## config.mk

```make
export PLATFORM = sky130hd
export DESIGN_NAME = load_store_unit
export DESIGN_NICKNAME = d
export VERILOG_FILES = /design/src/rtl/load_store_unit.sv
export SDC_FILE = /design/constraint.sdc
export NUM_CORES = 1
export LEC_CHECK = 0
export CAP_MARGIN = 0
export CELL_PAD_IN_SITES_DETAIL_PLACEMENT = 1
export CELL_PAD_IN_SITES_GLOBAL_PLACEMENT = 1
export CORE_ASPECT_RATIO = 1.4
export CORE_MARGIN = 4
export CORE_UTILIZATION = 37
export CTS_CLUSTER_SIZE = 40
export DETAILED_ROUTE_END_ITERATION = 6
export GPL_TIMING_DRIVEN = 0
export PLACE_DENSITY_LB_ADDON = 0.15
export SYNTH_ARGS = -nofsm -noshare
export SYNTH_HDL_FRONTEND = slang
export SYNTH_SLANG_ARGS = --single-unit
```

## constraint.sdc

```tcl
create_clock -name clk -period 6.6 [get_ports clk]
set_clock_uncertainty 0.05 [all_clocks]
set_input_delay 1.98 -clock clk [delete_from_list [all_inputs] [get_ports clk]]
set_output_delay 1.98 -clock clk [all_outputs]
set_load 0.005 [all_outputs]
```

## src/rtl/load_store_unit.sv

```systemverilog
// Load/store unit: accepts one RV32I load or store at a time and drives a
// word-aligned, byte-enabled memory port with a req/ready handshake.
//
// state | meaning
// ------+------------------------------------------------------------
// IDLE  | waiting for start; all memory outputs inactive
// REQ   | mem_req high, waiting for mem_ready or wait-budget expiry
// DONE  | one-cycle completion pulse, fault reported if budget expired
// ERR   | one-cycle completion pulse for misaligned/illegal access
module load_store_unit #(
    parameter int MAX_WAIT = 15
) (
    input  logic        clk,
    input  logic        reset,
    input  logic        start,
    input  logic        we,
    input  logic [2:0]  funct3,
    input  logic [31:0] addr,
    input  logic [31:0] wdata,
    output logic        busy,
    output logic        done,
    output logic [31:0] rdata,
    output logic        misaligned,
    output logic        fault,
    output logic        mem_req,
    output logic        mem_we,
    output logic [31:0] mem_addr,
    output logic [3:0]  mem_be,
    output logic [31:0] mem_wdata,
    input  logic        mem_ready,
    input  logic [31:0] mem_rdata
);

    localparam logic [7:0] MAX_WAIT_C = 8'(MAX_WAIT);

    typedef enum logic [1:0] {
        S_IDLE = 2'd0,
        S_REQ  = 2'd1,
        S_DONE = 2'd2,
        S_ERR  = 2'd3
    } state_t;

    state_t      state_q, state_d;
    logic        we_q, we_d;
    logic [2:0]  funct3_q, funct3_d;
    logic [1:0]  lo_q, lo_d;
    logic [31:0] addr_q, addr_d;
    logic [3:0]  be_q, be_d;
    logic [31:0] wdata_q, wdata_d;
    logic [7:0]  cnt_q, cnt_d;
    logic        fault_q, fault_d;
    logic [31:0] rdata_q, rdata_d;

    logic        req_bad;
    logic [3:0]  req_be;
    logic [31:0] req_wdata;
    logic [7:0]  lane_byte;
    logic [15:0] lane_half;
    logic [31:0] load_val;
    logic [7:0]  cnt_inc;

    assign cnt_inc = cnt_q + 8'd1;

    // Decode the incoming request: legality, byte lanes and replicated store data.
    always_comb begin
        req_bad   = 1'b0;
        req_be    = 4'b0000;
        req_wdata = wdata;
        case (funct3)
            3'b000, 3'b100: begin
                req_be    = 4'b0001 << addr[1:0];
                req_wdata = {4{wdata[7:0]}};
                req_bad   = we & funct3[2];
            end
            3'b001, 3'b101: begin
                req_be    = addr[1] ? 4'b1100 : 4'b0011;
                req_wdata = {2{wdata[15:0]}};
                req_bad   = addr[0] | (we & funct3[2]);
            end
            3'b010: begin
                req_be    = 4'b1111;
                req_wdata = wdata;
                req_bad   = addr[1] | addr[0];
            end
            default: req_bad = 1'b1;
        endcase
    end

    // Extract and extend the load result from the lane chosen by the latched offset.
    always_comb begin
        case (lo_q)
            2'd0:    lane_byte = mem_rdata[7:0];
            2'd1:    lane_byte = mem_rdata[15:8];
            2'd2:    lane_byte = mem_rdata[23:16];
            default: lane_byte = mem_rdata[31:24];
        endcase
        lane_half = lo_q[1] ? mem_rdata[31:16] : mem_rdata[15:0];
        case (funct3_q)
            3'b000:  load_val = {{24{lane_byte[7]}}, lane_byte};
            3'b100:  load_val = {24'd0, lane_byte};
            3'b001:  load_val = {{16{lane_half[15]}}, lane_half};
            3'b101:  load_val = {16'd0, lane_half};
            default: load_val = mem_rdata;
        endcase
    end

    // Next-state logic and latching of the accepted request.
    always_comb begin
        state_d  = state_q;
        we_d     = we_q;
        funct3_d = funct3_q;
        lo_d     = lo_q;
        addr_d   = addr_q;
        be_d     = be_q;
        wdata_d  = wdata_q;
        cnt_d    = cnt_q;
        fault_d  = fault_q;
        rdata_d  = rdata_q;
        case (state_q)
            S_IDLE: begin
                if (start) begin
                    if (req_bad) begin
                        state_d = S_ERR;
                    end else begin
                        state_d  = S_REQ;
                        we_d     = we;
                        funct3_d = funct3;
                        lo_d     = addr[1:0];
                        addr_d   = {addr[31:2], 2'b00};
                        be_d     = req_be;
                        wdata_d  = req_wdata;
                        cnt_d    = 8'd0;
                        fault_d  = 1'b0;
                    end
                end
            end
            S_REQ: begin
                if (mem_ready) begin
                    if (!we_q) begin
                        rdata_d = load_val;
                    end
                    fault_d = 1'b0;
                    state_d = S_DONE;
                end else begin
                    // A ready in the last budgeted cycle still wins over the fault.
                    cnt_d = cnt_inc;
                    if (cnt_inc >= MAX_WAIT_C) begin
                        fault_d = 1'b1;
                        state_d = S_DONE;
                    end
                end
            end
            S_DONE:  state_d = S_IDLE;
            S_ERR:   state_d = S_IDLE;
            default: state_d = S_IDLE;
        endcase
    end

    // State and datapath registers.
    always_ff @(posedge clk or posedge reset) begin
        if (reset) begin
            state_q  <= S_IDLE;
            we_q     <= 1'b0;
            funct3_q <= 3'd0;
            lo_q     <= 2'd0;
            addr_q   <= 32'd0;
            be_q     <= 4'd0;
            wdata_q  <= 32'd0;
            cnt_q    <= 8'd0;
            fault_q  <= 1'b0;
            rdata_q  <= 32'd0;
        end else begin
            state_q  <= state_d;
            we_q     <= we_d;
            funct3_q <= funct3_d;
            lo_q     <= lo_d;
            addr_q   <= addr_d;
            be_q     <= be_d;
            wdata_q  <= wdata_d;
            cnt_q    <= cnt_d;
            fault_q  <= fault_d;
            rdata_q  <= rdata_d;
        end
    end

    // Outputs decode straight from state so reset removes mem_req immediately.
    always_comb begin
        busy       = (state_q != S_IDLE);
        done       = (state_q == S_DONE) || (state_q == S_ERR);
        misaligned = (state_q == S_ERR);
        fault      = (state_q == S_DONE) && fault_q;
        mem_req    = (state_q == S_REQ);
        mem_we     = we_q && (state_q == S_REQ);
        mem_addr   = addr_q;
        mem_be     = be_q;
        mem_wdata  = wdata_q;
        rdata      = rdata_q;
    end

endmodule
```

==> key figures <==
Logic synthesis
  • Syn Std Cell Area: 5720 µm²
  • Mapped Cells: 515
  • Ys Warns: 0
  • Distinct cells, synth: 56
  • Synth Area in Adders: 0.00437
  • Avg Cell Area, Syn: 11.1 µm²
  • #FFs+latches synth: 115
  • Synth Area in Simple Gates: 0.117
  • Register area share after synthesis: 0.503
  • Largest family of logic cells by synthesized area: multiplexers
  • Compound-Gate Fraction of Synth Area: 0.136
  • XOR/XNOR share of the synthesized area: 0.00306
  • Async set-reset flop share out of synthesis: 1.00
  • Post-synth EDFFs: 0
  • Post-synthesis mux area share: 0.194
  • Ys flop type: dfrtp_1

Floorplan
  • IO Count: 210
  • Row count: 53
  • Initial core utilization: 0.378
  • Chip height: 155 µm
  • CORE AREA: 15100 µm²
  • Die area: 17500 µm²
  • Die Wd: 113 µm

Placement
  • Area after DPL: 8050 µm²
  • Dpl hpwl: 14.3 mm
  • Pre-CTS setup slack: 2.52 ns
  • Placed cell count: 914
  • IO Port Bufs: 205
  • Gpl congestion: 0.821

Setup path
  • CP peak stage delay: 0.50 ns
  • Crit path DAT: 2.09 ns
  • Crit path launch type: register
  • Worst flop-to-flop path startpoint: state_q[1]
  • CP max stage cell: clkdlybuf4s50_1
  • Reg2reg end: rdata[13]
  • Crit end category: output pin
  • Crit-path max FO: 10
  • Critical path, cell by cell: clkbuf_1 -> nor2b_1 -> and2_1 -> clkdlybuf4s50_1
  • Setup slack, reg-to-reg: 4.51 ns
  • WS Path Type: register to output pin
  • FF-to-FF path depth: 4
  • Crit path required time: 4.57 ns

Final layout
  • Share of cells above drive strength 1: 0.156
  • Commonest non-fill, non-tap cell in the layout: clkdlybuf4s50_1
  • Non-Filler Instances: 946
  • Most frequent cells in the layout: 205 x clkdlybuf4s50_1, 115 x dfrtp_1, 67 x nand2_1
  • Nets: 847
  • N_diodes: 0
  • Area grow syn2layout: 51.4%
  • Final Instance Area: 8660 µm²

Routing
  • DRC violations left: 0
  • DRT Wirelength: 18.8 mm
  • Post-DRT Antenna Nets: 0
  • Initial DRT Pass Iterations: 4
  • Initial DRC count: 220
  • Average via count per standard cell: 5.18
  • DR WL/cell: 19.9 µm
  • Via count: 4900

GRT
  • GR Overflow Total: 0
  • Total GRT Usage: 0.219
  • Vias in the first global route: 5663
  • Largest net degree at the start of global routing: 90
  • First-pass GRT wire length: 30.4 mm
  • Initial antenna violation count: 1

Pwr
  • Pwr/cell area: 451 nW/µm²
  • Max VDD drop: 228 µV
  • Total power: 3.90 mW
  • LEAKAGE: 3.78 nW

Hold path
  • Worst hold-check path type: register to register
  • Worst hold endpoint: mem_wdata[31]
  • Worst Hold Path Cells: 2
  • Hold_sp: mem_wdata[31]

Run status
  • Status: completed

Clocking
  • CTS tree: done
  • Postcts setup bufs: 0
  • Cts repair resizes: 0
  • Clock slew at reported path FFs: 0.06 ns
  • Clock buffer depth: 2
  • TritonCTS Buffers: 17
  • Root Buffer: clkbuf_16
  • Worst-skew pair later-pin latency: 0.40 ns
  • Hold-fix buffers, CTS: 0
  • Sink Count: 115
  • H-tree levels: 4

Timing
  • Final Slew Violations: 0
  • Least-Margin Pin Slew: 1.15 ns
  • Final Hold Viols: 0
  • Final setup viols: 0
  • Fin Setup TNS: 0 ns
  • RSZ-0062 raised after global routing: false
  • Final min period: 4.12 ns
  • Fmax: 242 MHz
  • Rel. slew slack: 0.233
  • Final period util: 0.625
  • PnR worst setup slack: 2.48 ns

Job
  • Max_cap viols: 0
[final cells by class]
cell class              instances  area, µm²
plain buffers                  36        214
clock buffers                  21        460
clock inverters                11        151
fillers                      1602       6460
inverters                       8       35.0
multi-input cells             357       2600
flip-flops and latches        115       2880
well taps                     192        240
repair buffers                206       2080
[registers in the layout, summed over array words and instances, names as in the netlist]
register   flops
rdata         32
cnt_q          8
we_q           1
mem_wdata     32
state_q        2
fault_q        1
funct3_q       3
lo_q           2
mem_addr      30
mem_be         4
[Yosys cell counts (all sizes together) (2+ instances only)]
cell type,number,area (µm²)
a21oi,28,185
a221oi,11,103
a31oi,5,31.3
and2,4,25.0
and3b,2,17.5
buf,16,138
clkbuf,20,76.3
dfrtp,115,2880
ha,2,25.0
inv,7,26.3
mux2,45,653
mux2i,41,410
mux4,2,45.0
nand2,67,251
nand2b,2,12.5
nand3,11,55.1
nor2,47,176
nor2b,6,37.5
nor3,4,25.0
o211ai,3,22.5
o21ai,48,251
o221a,7,78.8
[layer usage]
metal  track usage  vias to the layer above  wire length [µm]
met2         0.399                      174             10100
met5             0                        -                 7
met3        0.0735                       21              1470
met4        0.0653                        2               286
met1         0.238                     2437              6970
li1              -                     2266                 -
[where the power goes]
group          internal, mW  switching [mW]
combinational          1.01           0.659
clock                 0.617           0.343
sequential             1.05           0.226
[critical path, delay by kind of cell (launching register included)]
| kind | cells | cell delay [ns] |
|---|---|---|
| flops | 1 | 0.38 |
| simple gates | 2 | 0.61 |
| buf+inv | 2 | 0.71 |
[cells by family after synthesis]
family,after synthesis
buffers and inverters,44
flip-flops,115
adder cells (fa/ha/maj),2
other,1
multiplexers,88
AND/OR/NAND/NOR,151
AO/OA/AOI/OAI,112
XOR/XNOR,2
[worst max path at each step]
| stage | start | to | slack, ns | depth (start not counted) |
|---|---|---|---|---|
| final | state_q[1] | mem_we | 2.48 | 4 |
| after CTS | state_q[1] | mem_we | 2.45 | 4 |
| after detailed placement | mem_ready | rdata[9] | 2.52 | 5 |
| after global placement | reset | mem_addr[15] | -0.27 | 2 |
| after floorplan | reset | cnt_q[0] | 1.53 | 1 |
| after global routing | state_q[1] | mem_we | 2.34 | 4 |
[per-stage QoR]
| step | hold WS (ns) | util |
|---|---|---|
| floorplan | 0.423 | - |
| global placement | 0.415 | 0.530 |
| detailed placement | 0.424 | 0.532 |
| CTS | 0.436 | 0.573 |
| global route | 0.462 | 0.573 |
| finish | 0.433 | 0.573 |
Power figures use the tool's default switching activity.
